===== config.mk =====
export PLATFORM = sky130hd
export DESIGN_NAME = jk_ff_bank
export DESIGN_NICKNAME = d
export VERILOG_FILES = /design/src/rtl/jk_ff_bank.sv
export SDC_FILE = /design/constraint.sdc
export NUM_CORES = 1
export LEC_CHECK = 0
export ABC_CLOCK_PERIOD_IN_PS = 5710
export CORE_UTILIZATION = 50
export CTS_CLUSTER_SIZE = 10
export DETAILED_ROUTE_END_ITERATION = 7
export PLACE_DENSITY_LB_ADDON = 0.2
export SYNTH_ARGS = -nofsm -noshare
export SYNTH_HDL_FRONTEND = slang
export SYNTH_SLANG_ARGS = --single-unit

===== constraint.sdc =====
create_clock -name clk -period 5.71 [get_ports clk]
set_clock_uncertainty 0.15 [all_clocks]
set_input_delay 1.4275 -clock clk [delete_from_list [all_inputs] [get_ports clk]]
set_output_delay 1.4275 -clock clk [all_outputs]
set_load 0.01 [all_outputs]

===== src/rtl/jk_ff_bank.sv =====
// jk_ff_bank: WIDTH-bit bank of flip-flops with JK/SR/T/D modes,
// parallel load, sticky illegal-SR flag and saturating change counter.
module jk_ff_bank #(
    parameter int               WIDTH     = 8,
    parameter logic [WIDTH-1:0] RESET_VAL = '0,
    parameter int               CNT_W     = 8
) (
    input  logic             clk,
    input  logic             rst,
    input  logic             en,
    input  logic [1:0]       mode,
    input  logic [WIDTH-1:0] J,
    input  logic [WIDTH-1:0] K,
    input  logic             load,
    input  logic [WIDTH-1:0] load_val,
    input  logic             clr,
    output logic [WIDTH-1:0] Q,
    output logic [WIDTH-1:0] Qn,
    output logic             q_chg,
    output logic [CNT_W-1:0] chg_cnt,
    output logic             sr_err
);

    localparam logic [1:0] M_JK = 2'b00;
    localparam logic [1:0] M_SR = 2'b01;
    localparam logic [1:0] M_T  = 2'b10;
    localparam logic [1:0] M_D  = 2'b11;

    logic [WIDTH-1:0] q_next;
    logic             sr_set;
    logic             chg;
    logic             cnt_sat;

    always_comb begin
        q_next = Q;
        sr_set = 1'b0;
        if (load) begin
            q_next = load_val;
        end else if (en) begin
            unique case (mode)
                M_JK: q_next = (J & ~Q) | (~K & Q);
                // S=R=1 holds: only a pure S sets and a pure R clears
                M_SR: begin
                    q_next = (J & ~K) | (Q & ~(~J & K));
                    sr_set = |(J & K);
                end
                M_T:  q_next = Q ^ J;
                M_D:  q_next = J;
                default: q_next = Q;
            endcase
        end
    end

    assign chg     = (q_next != Q);
    assign cnt_sat = &chg_cnt;
    assign Qn      = ~Q;

    always_ff @(posedge clk or negedge rst) begin
        if (!rst) begin
            Q       <= RESET_VAL;
            q_chg   <= 1'b0;
            chg_cnt <= '0;
            sr_err  <= 1'b0;
        end else begin
            Q      <= q_next;
            q_chg  <= chg;
            sr_err <= sr_set | (sr_err & ~clr);
            if (clr) begin
                chg_cnt <= {{(CNT_W-1){1'b0}}, chg};
            end else if (chg && !cnt_sat) begin
                chg_cnt <= chg_cnt + 1'b1;
            end
        end
    end

endmodule


# [After elaboration in Yosys (flattened, before gate mapping)]
# Index checks and enable logic that the tools add are counted.
[classes] eq_ne=4 reduce_logical=6 bitwise=16 n_mux=8 addsub=1
[ops] op="$and 8x8->8" n=6
[ops] op="$mux 8" n=4
[ops] op="$not 8->8" n=4
[ops] op="$pmux 8 s4" n=1
[ops] op="$or 8x8->8" n=2
[ops] op="$add 8x1->8 const B" n=1
[ops] op="$ne 8x8->1" n=1
[ops] op="$reduce_and 8->1" n=1
[ops] op="$reduce_or 8->1" n=1
[ops] op="$xor 8x8->8" n=1
[ops] op="$eq 2x2->1 const B" n=2
[ops] op="$mux 1" n=3
[ops] op="$eq 2x1->1 const B" n=1
[ops] op="$logic_not 2->1" n=1
[ops] op="$reduce_bool 2->1" n=1
[ops] op="$and 1x1->1" n=1
[ops] op="$logic_and 1x1->1" n=1
[ops] op="$logic_not 1->1" n=1
[ops] op="$not 1->1" n=1
[ops] op="$or 1x1->1" n=1
[totals] elab_cells=39 input_bits=31 reg_bits=18

# [Longest topological paths before layout]
[logic_depth] word_depth=12 mapped_depth=10

# [Worst setup path before layout]
# OpenSTA, ideal clock, no wires.
[synth_path] kind="input -> register" start="in mode[0]" end="reg chg_cnt[5]" slack_ns=2.336 t_required_ns=5.435 arrival_time_ns=3.099 setup_ns=0.125 stages=10 path_cell_list="buf_6 -> nand2b_4 -> buf_6 -> a222oi_1 -> o22ai_1 -> nor4_2 -> o21a_2 -> buf_6 -> nor3_1 -> mux2_4"
[synth_via] elab_chain_cells=7 elab_cells_between_ends=10 cone_classes="4 x eq/ne; 3 x mux; 3 x reduce/logical"
[synth_lines] element="from (decl)" line="11" rtl="input logic [1:0] mode,"
[synth_lines] element="$eq 2x2->1 (tied with other cells)" line="40" rtl="unique case (mode)"
[synth_lines] element="$pmux 8 s4 *" line="40"
[synth_lines] element="$mux 8 *" line="39" rtl="end else if (en) begin"
[synth_lines] element="$mux 8 *" line="37" rtl="if (load) begin"
[synth_lines] element="$ne 8x8->1 *" line="54" rtl="assign chg = (q_next != Q);"
[synth_lines] element="$logic_and 1x1->1 *" line="70" rtl="end else if (chg && !cnt_sat) begin"
[synth_lines] element="$reduce_bool 2->1 (no line) *"
[synth_lines] element="to (signal assigned)" line="69" rtl="chg_cnt <= {{(CNT_W-1){1'b0}}, chg};"
[synth_lines] element="to (signal assigned)" line="71" rtl="chg_cnt <= chg_cnt + 1'b1;"
[synth_lines] element="to (decl)" line="20" rtl="output logic [CNT_W-1:0] chg_cnt,"
# Mark *: on every way between the ends. The rest lies on a longest branch, timed or not.
# A chain may end at the register's enable or synchronous reset.

# [Worst setup path in the final report]
[layout_path] start="in mode[1]" end="reg chg_cnt[5]"
# Same word-level chain as after synthesis.

==> impl_metrics.csv <==
group,metric,value,unit
run_status,outcome,"finished clean",
clocking,max-clock-path-buffers,2,
grt,globalRouteTotalUtil,0.251,
die,floorplan.initialDensity,0.525,
logic_synthesis,synth-warning-count,0,
detailed_routing,avgViaCountPerCell,5.96,
grt,antenna_found_initial,0,
die,chipWidth,61.2,µm
critical_path,cp_num_buf_inv,1,
clocking,cts_tree,"done",
place,place.gp.congestion,0.922,
detailed_routing,wl_per_cell,14.4,µm
cells_and_area,antenna_cells,0,
clocking,postCtsSetupBuffers,0,
clocking,number_of_clock_sinks,18,
critical_path,worstPathArrival,4.34,ns
cells_and_area,most_common_library_cell_in_the_layout_ignoring_fill_and_taps,"sky130_fd_sc_hd__clkdlybuf4s50_1",
logic_synthesis,syn-instance-count,236,
critical_path,required_time_reported_for_the_critical_path_endpoint,5.74,ns
logic_synthesis,ys_seq_elements,18,
timing,hold_viol_final,0,
timing,worst_pin_slew,1.03,ns
timing,grt_setup_unrepaired,"no",
logic_synthesis,synth_edf_count,0,
run,max_cap_violations,0,
timing,period_share,0.756,
clocking,tritoncts.num_buffers,3,
critical_path,critPathCaptureType,"register",
cells_and_area,fin_cells,325,
cells_and_area,drive_above_1_share,0.0573,
place,placement.cell_area,0.00229,mm²
die,die-height,61.2,µm
worst_hold_path,hold_path.class,"reg2reg",
critical_path,regToRegSetupSlack,3.19,ns
detailed_routing,vias,1936,
logic_synthesis,syn_area,0.00175,mm²
critical_path,worst_path_dominant_cell_family,"buffers and inverters",
critical_path,critical-path-max-stage-delay,0.94,ns
logic_synthesis,average_footprint_of_a_synthesized_cell,7.42,µm²
critical_path,setup.worst_path.start_class,"input pin",
timing,fin_hold_ws,0.373,ns
logic_synthesis,synth.net_count,268,
detailed_routing,detail_route.drc_violations,0,
critical_path,path_cells,"clkdlybuf4s50_1, nand2b_1, a222oi_1, o22ai_1, nor4_2, o21a_2, nor3_1, mux2_4",
detailed_routing,first_pass_iters,6,
timing,finalMaxSlewViolations,0,
grt,first_global_vias,1566,
timing,postLayoutSetupSlackWorst,1.39,ns
critical_path,crit_fanout,33,
pwr,total_power,394,µW
clocking,post_cts_hold_buffer_count,0,
cells_and_area,layout.cell_area.non_filler,0.00231,mm²
cells_and_area,num-nets-final,313,
critical_path,timing.critical_path.slowest_stage_cell,"sky130_fd_sc_hd__clkdlybuf4s50_1",
clocking,cts.repair.resized,0,
place,hpwl,3450,µm
pwr,vdd_drop_max,150,µV
clocking,clk_pin_slew_worst_paths,0.09,ns
logic_synthesis,async_reset_ff_frac,1.00,
grt,largest_net_degree_at_the_start_of_global_routing,34,
cells_and_area,postLayoutCoreUtil,0.692,
timing,max-slew-margin-rel,0.314,
logic_synthesis,synth_cell_type_count,47,
logic_synthesis,synth.yosys.seq_area_share,0.257,
die,num_rows,21,
timing,finalSetupViolations,0,
grt,grt_first_pass_wirelength,7020,µm
logic_synthesis,synth_flop_cell,"sky130_fd_sc_hd__dfrtp_1",
detailed_routing,route.antenna.remaining_nets,0,
critical_path,worstSetupPathType,"in2reg",
clocking,cell_at_the_root_of_the_clock_tree,"sky130_fd_sc_hd__clkbuf_4",
timing,final.setup.tns,0,ns
detailed_routing,routed_wl,4670,µm
die,core_area,0.00334,mm²
cells_and_area,fillCellCount,295,
detailed_routing,detailedRoute.firstIterationViolations,165,
grt,global_route.overflow_total,0,
timing,final_period_minus_worst_setup_slack,4.32,ns
clocking,h_tree_levels,1,
place,preCtsSetupSlack,1.13,ns
pwr,power_density_of_the_placed_cells,171,mW/mm²
cells_and_area,synthToLayoutAreaGrowth,31.8,%
pwr,p_leak,0.934,nW
die,io-pin-count,57,
die,die-area,0.00374,mm²
place,dpl.cell_count,322,
timing,fmaxAchievable,0.232,GHz
clocking,insertion_delay,0.28,ns
cells_and_area,most_frequent_cells_in_the_layout,"56 x sky130_fd_sc_hd__clkdlybuf4s50_1, 24 x sky130_fd_sc_hd__nand2_1, 23 x sky130_fd_sc_hd__o21ai_0",
place,total_of_buffers_placed_on_input_and_output_ports,56,
==> power by group <==
group          total [mW]  switching (mW)  internal [mW]
Sequential          0.162          0.0220          0.140
Clock              0.0598          0.0353         0.0245
Combinational       0.172          0.0832         0.0892
Total               0.394           0.141          0.253
==> area by class of cell <==
cell class                 count  area, µm²  share of cell area
clock buffer                   3       22.5             0.00976
timing repair buffer          58        576               0.249
multi-input combinational    178       1120               0.485
sequential                    18        450               0.195
tap                           46       57.6              0.0249
inverter                      22       82.6              0.0358
==> path summary, 6_finish.rpt <==
check                              from          to  cells past startpoint
worst min-delay path             sr_err      sr_err                      1
worst min register to register   sr_err      sr_err                      1
worst max register to register     Q[3]  chg_cnt[5]                      7
min in group asynchronous           rst  chg_cnt[5]                      1
worst max-delay path            mode[1]  chg_cnt[5]                      8
max in group asynchronous           rst        Q[3]                      1
==> kinds of logic after synthesis <==
| kind of cell | Yosys count | synth area share |
|---|---|---|
| compound gates | 91 | 0.344 |
| simple gates | 75 | 0.226 |
| buf+inv | 40 | 0.104 |
| flops | 18 | 0.257 |
| xor+xnor | 8 | 0.0400 |
| mux | 3 | 0.0214 |
| fa+ha+maj | 1 | 0.00714 |
==> sequential cells by signal, indices dropped and copies added, names as in the netlist <==
register and flops:
Q 8, chg_cnt 8, sr_err 1, q_chg 1
==> synthesized netlist by cell type (7+ instances only) <==
master,instances,area share
sky130_fd_sc_hd__nand2_1,24,0.051
sky130_fd_sc_hd__o21ai_0,23,0.066
sky130_fd_sc_hd__a21oi_1,21,0.060
sky130_fd_sc_hd__inv_1,21,0.045
sky130_fd_sc_hd__dfrtp_1,18,0.26
sky130_fd_sc_hd__a211oi_1,12,0.051
sky130_fd_sc_hd__clkbuf_1,10,0.021
sky130_fd_sc_hd__nor2_1,9,0.019
sky130_fd_sc_hd__a22oi_1,8,0.034
sky130_fd_sc_hd__nor2b_1,8,0.029
sky130_fd_sc_hd__o31ai_1,8,0.034
sky130_fd_sc_hd__nand2b_1,7,0.025
sky130_fd_sc_hd__nand3_1,7,0.020
sky130_fd_sc_hd__xor2_1,7,0.035
==> per-layer routing <==
layer  GRT usage  up-vias  wire length [µm]
li1            -      948                 -
met1       0.346      895              2160
met2       0.407       91              2190
met3      0.0483        2               294
met4      0.0584        0                21
met5           0        -                 0
No activity file was read; power rests on OpenSTA's default activity.
